<file path="src/rtl/fetch_sequencer.sv">
// fetch_sequencer: closes the fetch loop with an external ProgramCounter.
// It selects the next PC and drives it on Address. The PC register has no enable, so the
// PC is held by feeding PCResult back. It latches the fetched instruction into IF/ID,
// with a valid/ready handshake toward decode.
//
// Ports:
//   Clk, Reset          rising-edge clock, asynchronous active-low reset
//   PCResult            current PC from ProgramCounter
//   Instruction         instruction memory read data for PCResult
//   Stall               hazard-unit hold request
//   BranchTaken/Target  taken-branch redirect (one-cycle pulse)
//   Jump/JumpTarget     jump redirect (one-cycle pulse), wins over branch
//   ID_Ready            decode can accept IF/ID contents
//   Address             next PC to ProgramCounter.Address (combinational)
//   IF_Instruction      IF/ID instruction
//   IF_PCPlus4          IF/ID PC+4
//   IF_Valid            IF/ID holds a live instruction
//   FetchCount          instructions delivered into IF/ID (wraps)
module fetch_sequencer #(
  parameter logic [31:0] RESET_VECTOR = 32'h0000_0000,
  parameter logic [31:0] NOP_WORD     = 32'h0000_0000
) (
  input  logic        Clk,
  input  logic        Reset,
  input  logic [31:0] PCResult,
  input  logic [31:0] Instruction,
  input  logic        Stall,
  input  logic        BranchTaken,
  input  logic [31:0] BranchTarget,
  input  logic        Jump,
  input  logic [31:0] JumpTarget,
  input  logic        ID_Ready,
  output logic [31:0] Address,
  output logic [31:0] IF_Instruction,
  output logic [31:0] IF_PCPlus4,
  output logic        IF_Valid,
  output logic [31:0] FetchCount
);

  typedef enum logic [1:0] {StBoot, StRun, StHold} state_e;

  state_e      r_state;
  state_e      w_state_next;
  logic        w_hold;
  logic        w_redirect;
  logic        w_load;
  logic        w_flush;
  logic [31:0] w_pc_plus4;
  logic [31:0] r_instr;
  logic [31:0] r_pc_plus4;
  logic        r_valid;
  logic [31:0] r_count;

  // Targets are forced word-aligned; the low bits are intentionally dropped.
  logic w_unused_tgt_lsb;
  assign w_unused_tgt_lsb = ^{JumpTarget[1:0], BranchTarget[1:0]};

  assign w_hold     = Stall | (r_valid & ~ID_Ready);
  assign w_redirect = Jump | BranchTaken;
  assign w_pc_plus4 = PCResult + 32'd4;

  // State register
  always_ff @(posedge Clk or negedge Reset) begin
    if (!Reset) begin
      r_state <= StBoot;
    end else begin
      r_state <= w_state_next;
    end
  end

  // Next-state logic
  always_comb begin
    w_state_next = r_state;
    case (r_state)
      StBoot: w_state_next = StRun;
      StRun:  if (w_hold && !w_redirect) w_state_next = StHold;
      StHold: if (!w_hold || w_redirect) w_state_next = StRun;
      default: w_state_next = StBoot;
    endcase
  end

  // Output logic: next PC and IF/ID update controls
  always_comb begin
    Address = RESET_VECTOR;
    w_load  = 1'b0;
    w_flush = 1'b0;
    if (r_state != StBoot) begin
      // Redirects come from a later stage, so they beat stall and backpressure.
      if (Jump) begin
        Address = {JumpTarget[31:2], 2'b00};
        w_flush = 1'b1;
      end else if (BranchTaken) begin
        Address = {BranchTarget[31:2], 2'b00};
        w_flush = 1'b1;
      end else if (w_hold) begin
        Address = PCResult;
      end else begin
        Address = w_pc_plus4;
        w_load  = 1'b1;
      end
    end
  end

  // IF/ID pipeline register and delivery counter
  always_ff @(posedge Clk or negedge Reset) begin
    if (!Reset) begin
      r_instr    <= NOP_WORD;
      r_pc_plus4 <= 32'd0;
      r_valid    <= 1'b0;
      r_count    <= 32'd0;
    end else if (w_flush) begin
      r_instr    <= NOP_WORD;
      r_pc_plus4 <= 32'd0;
      r_valid    <= 1'b0;
    end else if (w_load) begin
      r_instr    <= Instruction;
      r_pc_plus4 <= w_pc_plus4;
      r_valid    <= 1'b1;
      r_count    <= r_count + 32'd1;
    end
  end

  assign IF_Instruction = r_instr;
  assign IF_PCPlus4     = r_pc_plus4;
  assign IF_Valid       = r_valid;
  assign FetchCount     = r_count;

endmodule

</file>
<file path="config.mk">
export PLATFORM = sky130hd
export DESIGN_NAME = fetch_sequencer
export DESIGN_NICKNAME = d
export VERILOG_FILES = /design/src/rtl/fetch_sequencer.sv
export SDC_FILE = /design/constraint.sdc
export NUM_CORES = 1
export LEC_CHECK = 0
export ABC_CLOCK_PERIOD_IN_PS = 4800
export CAP_MARGIN = 20
export CORE_MARGIN = 10
export CORE_UTILIZATION = 42
export DETAILED_ROUTE_END_ITERATION = 8
export GPL_TIMING_DRIVEN = 1
export PLACE_DENSITY = 0.82
export SLEW_MARGIN = 20
export SYNTH_ARGS = -nofsm -noshare
export SYNTH_HDL_FRONTEND = slang
export SYNTH_SLANG_ARGS = --single-unit
</file>
<file path="constraint.sdc">
create_clock -name Clk -period 4.8 [get_ports Clk]
set_clock_uncertainty 0.2 [all_clocks]
set_input_delay 1.44 -clock Clk [delete_from_list [all_inputs] [get_ports Clk]]
set_output_delay 1.44 -clock Clk [all_outputs]
set_load 0.02 [all_outputs]
</file>
After elaboration in Yosys (flattened, before gate mapping)
Index checks and enable logic that the tools add are counted.
Widths: inputs -> output; s select.

operators by class
  equal/unequal tests = 4
  bitwise operators = 5
  add/sub/neg operators = 2
  multiplexer cells = 20
  reduce and logical (&&, ||, !) cells = 9

operators by type and width
  cell                   count
  $mux 32                8
  $add 32x1->32 const B  1
  $add 32x3->32 const B  1
  $mux 1                 9
  $pmux 2 s3             1
  $mux 2                 2
  $ne 2x2->1 const B     2
  $reduce_and 2->1       2
  $reduce_bool 2->1      2
  $eq 2x1->1 const B     1
  $eq 2x2->1 const B     1
  $logic_not 1->1        2
  $logic_not 2->1        1
  $not 1->1              2
  $or 1x1->1             2
  $and 1x1->1            1
  $logic_and 1x1->1      1
  $logic_or 1x1->1       1

word-level totals
  logic and storage cells = 45
  input port bits = 134
  output and inout bits = 129
  bits in registers = 99

Longest topological paths before layout
Gate-level depths: netlist of the first run.

  word-level depth = 9
  gate-level depth with buffers = 8
  depth with buffers taken out = 6

Least setup slack after synthesis of the first run
No wires, ideal clock.

  path type = input -> output
  start point = in PCResult[2]
  end point = out Address[20]
  arrival = 3.007 ns
  buffers on the path = 0
  data required time = 3.160 ns
  slack = 0.153 ns
  stages on the path = 6
  cells stage by stage = ha_1 -> nand3_4 -> nor4_4 -> nand2_2 -> or4_1 -> o221ai_1

on the way
  longest elaborated chain between the ends = 5

ends and longest elaborated chain
  item           line  RTL
  from (decl)    25    input logic [31:0] PCResult,
  $add 32x3->32  60    assign w_pc_plus4 = PCResult + 32'd4;
  $mux 32        95    end else if (w_hold) begin
  $mux 32        92    end else if (BranchTaken) begin
  $mux 32        89    if (Jump) begin
  $mux 32        87    if (r_state != StBoot) begin
  to (decl)      33    output logic [31:0] Address,

Every way passes these cells.

Worst setup path in the final report of the first run
  start point = in PCResult[2]
  end point = out Address[19]

Same word-level chain as after synthesis.

==> flow_summary_export.csv, run 1 <==
group,metric,value,unit
worst_setup_path,crit_fanout,5,
clock_tree,cts.reportedPaths.clkPinSlew,0.07,ns
floorplanning,coreArea,0.0132,sq mm
timing,max_freq,210,MHz
timing,fin_hold_ws,0.285,ns
timing,setup_viol,0,
logic_synthesis,yosys.area.top_type,"dfrtp_1",
routing,num_vias,6162,
flow_run,maxCapViolations,0,
timing,worstMarginPinSlew,0.741,ns
worst_setup_path,arrival,3.12,ns
logic_synthesis,synthFlopType,"dfrtp_1",
clock_tree,cts-hold-fix-buffers,0,
timing,min_period_over_period,99.2,%
timing,slew_headroom,50.6,%
placed_design,gp_congestion,0.973,
grt,met1_usage,26.9,%
layout,final_area,0.00956,sq mm
logic_synthesis,synth_warnings,0,
logic_synthesis,synth_top_cell_area_share,44.1,%
logic_synthesis,ys_seq_area_share,44.1,%
worst_setup_path,path_class,"input pin to primary output",
clock_tree,cts_sinks,99,
floorplanning,start_util,42.6,%
logic_synthesis,synth.net_count,731,
clock_tree,numCtsBuffers,9,
routing,routed_wl,22300,microns
clock_tree,cts_max_path_buffers,2,
grt,grt_overflow,0,
timing,hold_viol_final,0,
grt,grt_start_max_net_pins,86,
logic_synthesis,synth_seq_cells,99,
clock_tree,cts_tree,"done",
floorplanning,boundaryPins,263,
timing,slew_viol_final,0,
logic_synthesis,syn_area,0.00562,sq mm
worst_setup_path,startpoint_type,"input pin",
routing,vias_per_cell,5.47,
floorplanning,rows,42,
power,p_per_area,238,mW/mm^2
worst_setup_path,crit_path_end_kind,"primary output",
grt,grtUsageMet2,39.6,%
clock_tree,htreeDepth,3,
timing,rsz0062_at_grt,"true",
logic_synthesis,synthTopCellsByCount,"dfrtp_1, nand2_1, xor2_1",
clock_tree,cts_root_buf,"clkbuf_16",
logic_synthesis,yosys.area_share.simple,21.3,%
worst_hold_path,min-delay-path-class,"register to register",
grt,track_usage,23.3,%
routing,ant_nets,0,
logic_synthesis,yosys-mux-area-fraction,0.356,%
logic_synthesis,synth_top_family_by_area,"simple AND/OR/NAND/NOR gates",
routing,drt-wirelength-per-cell,19.8,microns
clock_tree,clk_latency,0.34,ns
routing,drc,0,
timing,post-route-min-period,4.76,ns
grt,grt_pass1_vias,6418,
worst_setup_path,ff2ff_path_depth,5,
worst_setup_path,reg2reg_slack,1.83,ns
power,p_total,2.27,mW
grt,top_usage_layer,"met2",
logic_synthesis,synth.area.top_cells,"dfrtp_1, xor2_1, a22o_1",
grt,grt.met3_usage,6.49,%
worst_setup_path,cp.required,3.16,ns
layout,syn_to_final_growth,70.2,%
logic_synthesis,synthAdderAreaFrac,0.623,%
placed_design,numPortBuffers,258,
layout,final_nets,1081,
grt,grt_pass1_wl,34500,microns
logic_synthesis,synth_cell_types,54,
placed_design,hpwl,17900,microns
logic_synthesis,synthXorXnorAreaFrac,12.5,%
run_status,status,"complete, no violations",
routing,dr.first_iter.drc_count,420,
floorplanning,dieArea,0.0184,sq mm
power,ir_drop,0.000158,V
layout,drive_gt1_share,24.3,%
logic_synthesis,yosysMostFrequentCell,"dfrtp_1",
logic_synthesis,ys_async_sr_fraction,100,%
logic_synthesis,synth_compound_area_share,17.1,%
floorplanning,die_w,136,microns
routing,dr.pass1.iters,5,
floorplanning,die_h,136,microns
logic_synthesis,synth_edf_count,0,
logic_synthesis,synth.avg_cell_area,9.44,sq um
logic_synthesis,synth_cells,595,
worst_hold_path,min_path_cells,2,
placed_design,place_area,0.00910,sq mm
grt,antenna_found_initial,1,
power,p_leak,4.16,nW
[per-layer routing]
metal  wire length, microns  vias up  share of wire, %
li1                       -     2858                 -
met1                   8580     2961                38
met2                  11000      299                49
met3                   1980       44               8.9
met4                    730        0               3.3
met5                      0        -                 0
[critical path, cell delays in order]
cell and delay [ns]:
clkdlybuf4s15_2 0.21, buf_4 0.15, nand4_1 0.14, buf_4 0.18, nor3_4 0.22, buf_4 0.15, a21boi_2 0.05, nor3_2 0.15
o31ai_2 0.14, buf_4 0.15, buf_4 0.15
[registers in the layout, summed over array words and instances (netlist names)]
register	cells
IF_Valid	1
r_state	2
IF_Instruction	32
FetchCount	32
IF_PCPlus4	32
[final cells by class]
cell class / instances / area, sq um
inverters: 10 / 37.5
repair buffers: 382 / 3390
fillers: 946 / 3630
clock buffers: 9 / 225
clock inverters: 7 / 66.3
well taps: 176 / 220
flip-flops and latches: 99 / 2480
diodes: 1 / 2.50
multi-input cells: 443 / 3140
[where the power goes]
part           switching, mW  internal (mW)
Sequential            0.0400          0.876
Combinational          0.339          0.318
Clock                  0.333          0.366
Total                  0.712           1.56
[per-stage QoR]
step	worst slack, ns	util (%)	setup TNS [ns]	instances
2_1_floorplan	0.153	-	0	595
3_3_place_gp	-0.812	69.0	-17.90	1101
3_5_place_dp	-0.875	69.0	-18.57	1101
4_1_cts	0.000395	72.2	0	1124
5_1_grt	-0.0168	72.5	-0.0356	1127
6_report	0.0399	72.5	0	1127
[cell usage in the layout, fill, tap and decap left out, types with 4 or more instances in the layout]
cell type / netlist / routed
dlygate4sd2_1: 0 / 16
clkbuf_2: 0 / 9
nor3_1: 19 / 15
inv_1: 8 / 8
and3_1: 12 / 11
nor2_1: 29 / 24
xor2_1: 44 / 43
a22o_1: 38 / 38
o22ai_1: 11 / 11
a21oi_1: 13 / 13
nor4_4: 3 / 6
buf_4: 2 / 132
clkdlybuf4s15_1: 0 / 4
dfrtp_1: 99 / 99
o221ai_1: 8 / 6
a22oi_1: 10 / 10
nor2_2: 0 / 5
clkdlybuf4s50_1: 0 / 195
buf_6: 0 / 5
o21ai_0: 22 / 21
nand4_1: 24 / 24
buf_2: 19 / 12
nand2_1: 67 / 66
xnor2_1: 36 / 36
clkbuf_16: 0 / 9
o21ai_1: 16 / 16
clkdlybuf4s15_2: 0 / 6
nand3_1: 35 / 31
[final timing paths]
check	endpoint	start
hold reg to reg	IF_PCPlus4[10]	IF_PCPlus4[10]
setup / recovery	Address[19]	PCResult[2]
hold / removal	IF_PCPlus4[10]	IF_PCPlus4[10]
min in group asynchronous	FetchCount[14]	Reset
setup reg to reg	FetchCount[14]	r_state[0]
max in group asynchronous	IF_PCPlus4[26]	Reset
[cells by family (layout without fill, tap and decap cells)]
| family | count (synthesis) | after routing |
|---|---|---|
| compound gates | 138 | 138 |
| xor+xnor | 80 | 80 |
| fa+ha+maj | 3 | 3 |
| buf+inv | 53 | 408 |
| flops | 99 | 99 |
| mux | 2 | 2 |
| other cells | 0 | 1 |
| simple gates | 220 | 220 |
[repair_timing]
item	4_1_cts	5_1_grt
pin swaps	18	12
cloned	0	0
setup buffers	9	2
setup endpoints to repair	32	26
resized for setup	193	42
No activity file was read; power rests on OpenSTA's default activity.
==> run 2, diff against run 1 <==
--- a/config.mk
+++ b/config.mk
@@ -10,6 +10,7 @@
 export CORE_MARGIN = 10
 export CORE_UTILIZATION = 42
 export DETAILED_ROUTE_END_ITERATION = 8
+export GPL_ROUTABILITY_DRIVEN = 0
 export GPL_TIMING_DRIVEN = 1
 export PLACE_DENSITY = 0.82
 export SLEW_MARGIN = 20
==> run 2 against run 1 <==
  * Utilization grew 0.085 points
  * Worst setup slack gained 0.0056 ns
  * Non-clock buffer count shrank 4
  * Power shrank 1.4%
  * Die area is the same
  * Sequential power is essentially flat
  * First-iteration DRC count grew 2.4%
  * Highest routed layer unchanged
  * Combinational power is essentially flat
  * Critical path depth shrank 1
==> flow_summary_export.csv, run 2 (same netlist as run 1, synthesis figures left out) <==
group,metric,value,unit
worst_setup_path,cp.required,3.16,ns
grt,track_usage,23.0,%
routing,routed_wl,22300,microns
power,ir_drop,0.000157,V
clock_tree,htreeDepth,3,
grt,grt_start_max_net_pins,50,
layout,fillers,913,
floorplanning,coreArea,0.0132,sq mm
layout,layout_common_cells,"clkdlybuf4s50_1, buf_4, dfrtp_1",
power,p_per_area,234,mW/mm^2
timing,setup_viol,0,
floorplanning,dieArea,0.0184,sq mm
worst_setup_path,crit_fanout,5,
placed_design,dp.cells,1100,
worst_setup_path,arrival,3.11,ns
worst_setup_path,startpoint_type,"input pin",
worst_setup_path,reg2reg_slack,2.13,ns
power,p_leak,4.20,nW
grt,grt_pass1_wl,34200,microns
worst_setup_path,r2r_start,"r_state[1]",
worst_setup_path,r2r_end,"FetchCount[10]",
clock_tree,cts_max_path_buffers,2,
routing,ant_nets,0,
layout,drive_gt1_share,22.3,%
power,p_seq_share,40.9,%
layout,final_core_util,72.6,%
power,swShare,29.8,%
worst_setup_path,path_class,"input pin to primary output",
timing,worst_slack,0.0455,ns
timing,slew_viol_final,0,
layout,fin_cells,1122,
routing,drt-wirelength-per-cell,19.9,microns
power,power_switching,0.669,mW
clock_tree,numCtsBuffers,9,
worst_setup_path,setup.worst_path.end,"Address[17]",
run_status,status,"complete, no violations",
timing,post-route-min-period,4.75,ns
timing,hold_viol_final,0,
worst_hold_path,hp-start,"IF_PCPlus4[10]",
power,power.internal,1.57,mW
worst_setup_path,ff2ff_path_depth,5,
routing,dr.pass1.iters,5,
worst_hold_path,min-delay-path-class,"register to register",
floorplanning,start_util,42.6,%
grt,grt_pass1_vias,6377,
placed_design,dp_slack,-0.797,ns
worst_setup_path,crit_path_end_kind,"primary output",
floorplanning,die_h,136,microns
floorplanning,rows,42,
worst_setup_path,max_stage_delay,0.29,ns
worst_setup_path,cp_slowest_cell,"a221oi_2",
routing,vias_per_cell,5.50,
timing,tns,0,ns
timing,slew_headroom,54.4,%
power,clkPwrFrac,29.8,%
clock_tree,clk_latency,0.34,ns
timing,worstMarginPinSlew,0.679,ns
placed_design,numPortBuffers,258,
layout,syn_to_final_growth,70.4,%
worst_setup_path,critPathMostFrequentCell,"buf_4",
floorplanning,boundaryPins,263,
clock_tree,cts_sinks,99,
clock_tree,cts.reportedPaths.clkPinSlew,0.06,ns
placed_design,hpwl,17400,microns
grt,antenna_found_initial,1,
grt,grt_overflow,0,
worst_setup_path,cp_cell_sequence,"clkdlybuf4s15_2 -> buf_4 -> nand4_1 -> buf_4 -> nor2_2 -> buf_4 -> nand4_1 -> a221oi_2 -> nor2_1 -> clkdlybuf4s15_2",
power,power_frac_comb,29.3,%
layout,final_nets,1077,
clock_tree,cts_tree,"done",
timing,max_freq,210,MHz
flow_run,maxCapViolations,0,
floorplanning,die_w,136,microns
timing,min_period_over_period,99.1,%
routing,drc,0,
routing,num_vias,6169,
layout,layout_commonest_cell,"clkdlybuf4s50_1",
routing,dr.first_iter.drc_count,430,
worst_setup_path,worstSetupStartpoint,"PCResult[2]",
clock_tree,cts_root_buf,"clkbuf_16",
run 2: what timing repair did:
action                                  CTS  global route
buffers inserted                          5             2
resized for setup                       157            51
endpoints found under the setup margin   32            27
hold buffers                              0             0
pin swaps                                20             7
run 2: per-stage QoR:
step / area (sq um) / power [mW] / hold WS (ns)
finish: 9570 / 2.24 / 0.281
global route: 9570 / 2.35 / 0.304
CTS: 9500 / 2.25 / 0.285
detailed placement: 9090 / 1.60 / 0.270
global placement: 9090 / 1.58 / 0.255
floorplan: 5620 / 1.19 / 0.361
run 2: per-layer routing:
layer / wire (microns) / GRT usage (%) / share of wire [%]
met1: 8340 / 25.2 / 37
met4: 465 / 8.55 / 2.1
met3: 2070 / 7.12 / 9.3
met2: 11500 / 40.8 / 51
met5: 0 / 0 / 0
run 2: worst min-delay path by stage:
stage / slack, ns / depth (start not counted) / end
2_1_floorplan: 0.36 / 2 / r_state[1]
3_3_place_gp: 0.26 / 1 / FetchCount[31]
3_5_place_dp: 0.27 / 2 / IF_PCPlus4[2]
4_1_cts: 0.28 / 2 / IF_PCPlus4[2]
5_1_grt: 0.30 / 2 / IF_PCPlus4[10]
6_report: 0.28 / 2 / IF_PCPlus4[10]
run 2: cell type report:
type / instances / area [sq um] / share of cell area, %
diodes: 1 / 2.50 / 0.0261
clock inverters: 4 / 26.3 / 0.274
repair buffers: 378 / 3440 / 35.9
inverters: 10 / 37.5 / 0.392
flip-flops and latches: 99 / 2480 / 25.9
multi-input cells: 443 / 3120 / 32.5
clock buffers: 11 / 253 / 2.64
well taps: 176 / 220 / 2.30
run 2: power by group through the flow:
stage / clock network (mW) / registers (mW) / logic [mW]
2_1_floorplan: 0 / 0.974 / 0.220
3_3_place_gp: 0 / 0.929 / 0.651
3_5_place_dp: 0 / 0.932 / 0.663
4_1_cts: 0.682 / 0.917 / 0.656
5_1_grt: 0.720 / 0.923 / 0.703
6_report: 0.667 / 0.917 / 0.657
run 2: critical path, delay by kind of cell:
kind / cells / cell delay (ns)
and+or+nand+nor: 4 / 0.43
buffers and inverters: 5 / 0.95
AOI/OAI and AO/OA: 1 / 0.29
==> run 3, diff against run 2 <==
--- a/config.mk
+++ b/config.mk
@@ -7,7 +7,6 @@
 export LEC_CHECK = 0
 export ABC_CLOCK_PERIOD_IN_PS = 4800
 export CAP_MARGIN = 20
-export CORE_MARGIN = 10
 export CORE_UTILIZATION = 42
 export DETAILED_ROUTE_END_ITERATION = 8
 export GPL_ROUTABILITY_DRIVEN = 0
==> run 3 against run 2 <==
  * The flow now finishes with violations (setup timing)
  * Critical path depth shrank 1
  * Power grew 4.7%
  * Die area shrank 25%
  * Critical path type unchanged
  * Largest cell class unchanged
  * Highest routed layer unchanged
==> flow_summary_export.csv, run 3 (same netlist as run 1, synthesis figures left out) <==
group,metric,value,unit
timing,max_freq,208,MHz
timing,worst_slack,-0.00177,ns
power,ir_drop,0.000179,V
timing,post-route-min-period,4.80,ns
power,p_seq_share,39.1,%
power,p_total,2.35,mW
grt,track_usage,31.7,%
worst_setup_path,path_class,"input pin to primary output",
floorplanning,start_util,43.8,%
power,power.internal,1.65,mW
floorplanning,dieArea,0.0138,sq mm
run_status,violations,"setup timing",
routing,num_vias,6580,
layout,drive_gt1_share,24.9,%
power,p_leak,4.21,nW
clock_tree,cts_sinks,99,
routing,drt-wirelength-per-cell,19.5,microns
clock_tree,cts_root_buf,"clkbuf_16",
floorplanning,boundaryPins,263,
layout,layout.area.seq,0.00248,sq mm
layout,fillers,852,
placed_design,place_area,0.00914,sq mm
grt,grt_overflow,0,
worst_setup_path,crit_fanout,3,
clock_tree,cts-hold-fix-buffers,0,
worst_setup_path,critPathMostFrequentCell,"buf_4",
worst_setup_path,cp.required,3.16,ns
timing,slew_headroom,47.2,%
run_status,status,"complete, but fails checks",
floorplanning,rows,41,
flow_run,maxCapViolations,0,
worst_setup_path,cp_slowest_cell,"dlygate4sd2_1",
routing,ant_nets,0,
grt,grt_pass1_vias,6677,
worst_setup_path,cp_cell_sequence,"dlygate4sd2_1 -> nand3_2 -> buf_4 -> nor4_4 -> buf_4 -> nand4_1 -> mux2i_1 -> o31ai_2 -> buf_4",
power,power_frac_comb,28.2,%
routing,dr.pass1.iters,5,
grt,grt_start_max_net_pins,65,
routing,dr.first_iter.drc_count,636,
grt,antenna_found_initial,2,
floorplanning,die_h,118,microns
timing,tns,-0.00177,ns
placed_design,numPortBuffers,258,
timing,setup_viol,1,
floorplanning,coreArea,0.0128,sq mm
clock_tree,cts_max_path_buffers,2,
clock_tree,numCtsBuffers,9,
routing,drc,0,
worst_setup_path,arrival,3.16,ns
layout,final_area,0.00972,sq mm
placed_design,hpwl,15600,microns
layout,final_nets,1097,
worst_setup_path,startpoint_type,"input pin",
power,clkPwrFrac,32.7,%
grt,grt_pass1_wl,34700,microns
timing,hold_viol_final,0,
power,p_per_area,242,mW/mm^2
clock_tree,cts_tree,"done",
clock_tree,cts.reportedPaths.clkPinSlew,0.06,ns
clock_tree,htreeDepth,3,
routing,routed_wl,22200,microns
worst_setup_path,crit_path_end_kind,"primary output",
timing,worstMarginPinSlew,0.792,ns
clock_tree,clk_latency,0.34,ns
layout,layout_commonest_cell,"clkdlybuf4s50_1",
layout,layout_common_cells,"clkdlybuf4s50_1, buf_4, dfrtp_1",
timing,slew_viol_final,0,
layout,multi_input_area,0.00314,sq mm
worst_setup_path,max_stage_delay,0.27,ns
worst_hold_path,min-delay-path-class,"register to register",
timing,min_period_over_period,100,%
routing,vias_per_cell,5.77,
floorplanning,die_w,118,microns
layout,syn_to_final_growth,72.9,%
power,power_switching,0.693,mW
power,swShare,29.5,%
## run 3: changes by cell type in the layout (fill, tap and decap cells not counted), moves of 3 or more
cell / before / now
dlygate4sd2_1: 13 / 18
nor3_1: 17 / 14
nor2_2: 4 / 1
dlymetal6s2s_1: 10 / 0
buf_4: 123 / 141
buf_2: 6 / 16
## run 3: per-layer routing
metal / vias up / global-route usage [%] / share of wire, %
met5: - / 0 / 0
met4: 0 / 23.0 / 6.7
met3: 127 / 5.77 / 7.6
met2: 422 / 54.9 / 49
met1: 3135 / 34.9 / 36
li1: 2896 / - / -
## run 3: per-stage QoR
step	setup slack [ns]	utilization, %	hold slack [ns]	std cells
2_1_floorplan	0.153	-	0.361	595
5_1_grt	-0.0632	75.8	0.292	1140
4_1_cts	0.0158	75.6	0.276	1138
3_3_place_gp	-0.818	71.3	0.257	1101
3_5_place_dp	-0.800	71.3	0.267	1101
6_report	-0.00177	75.8	0.271	1140
## run 3: worst paths after layout
kind	slack, ns	depth (start not counted)	end	start
worst max-delay path	-0.002	9	Address[30]	PCResult[27]
worst min-delay path	0.27	1	FetchCount[31]	FetchCount[31]
worst max register to register	2.29	5	FetchCount[28]	r_state[1]
worst min register to register	0.27	1	FetchCount[31]	FetchCount[31]
max in group asynchronous	2.63	2	IF_Instruction[7]	Reset
min in group asynchronous	0.98	1	FetchCount[9]	Reset
## run 3: power by group through the flow
stage,Clock (mW),Combinational (mW),Sequential (mW)
floorplan,0,0.220,0.974
global placement,0,0.647,0.927
detailed placement,0,0.660,0.931
CTS,0.776,0.649,0.917
global route,0.812,0.699,0.923
finish,0.767,0.662,0.918
## run 3: cell type report
type                       count  area share, %
antenna                        2         0.0515
clock buffer                  10           2.36
clock inverter                 6          0.901
inverter                      10          0.386
multi-input combinational    443           32.3
sequential                    99           25.5
tap                          172           2.22
timing repair buffer         398           36.3
## run 3: worst max-delay path: cells and delay by family
family	cells	cell delay [ns]
mux	1	0.24
compound gates	1	0.12
buf+inv	4	0.78
simple gates	3	0.57
## run 3: repair_timing
item	in CTS	in global routing
cloned	0	0
endpoints found under the setup margin	32	18
setup buffers	21	1
resized for setup	204	31
pin swaps	16	10
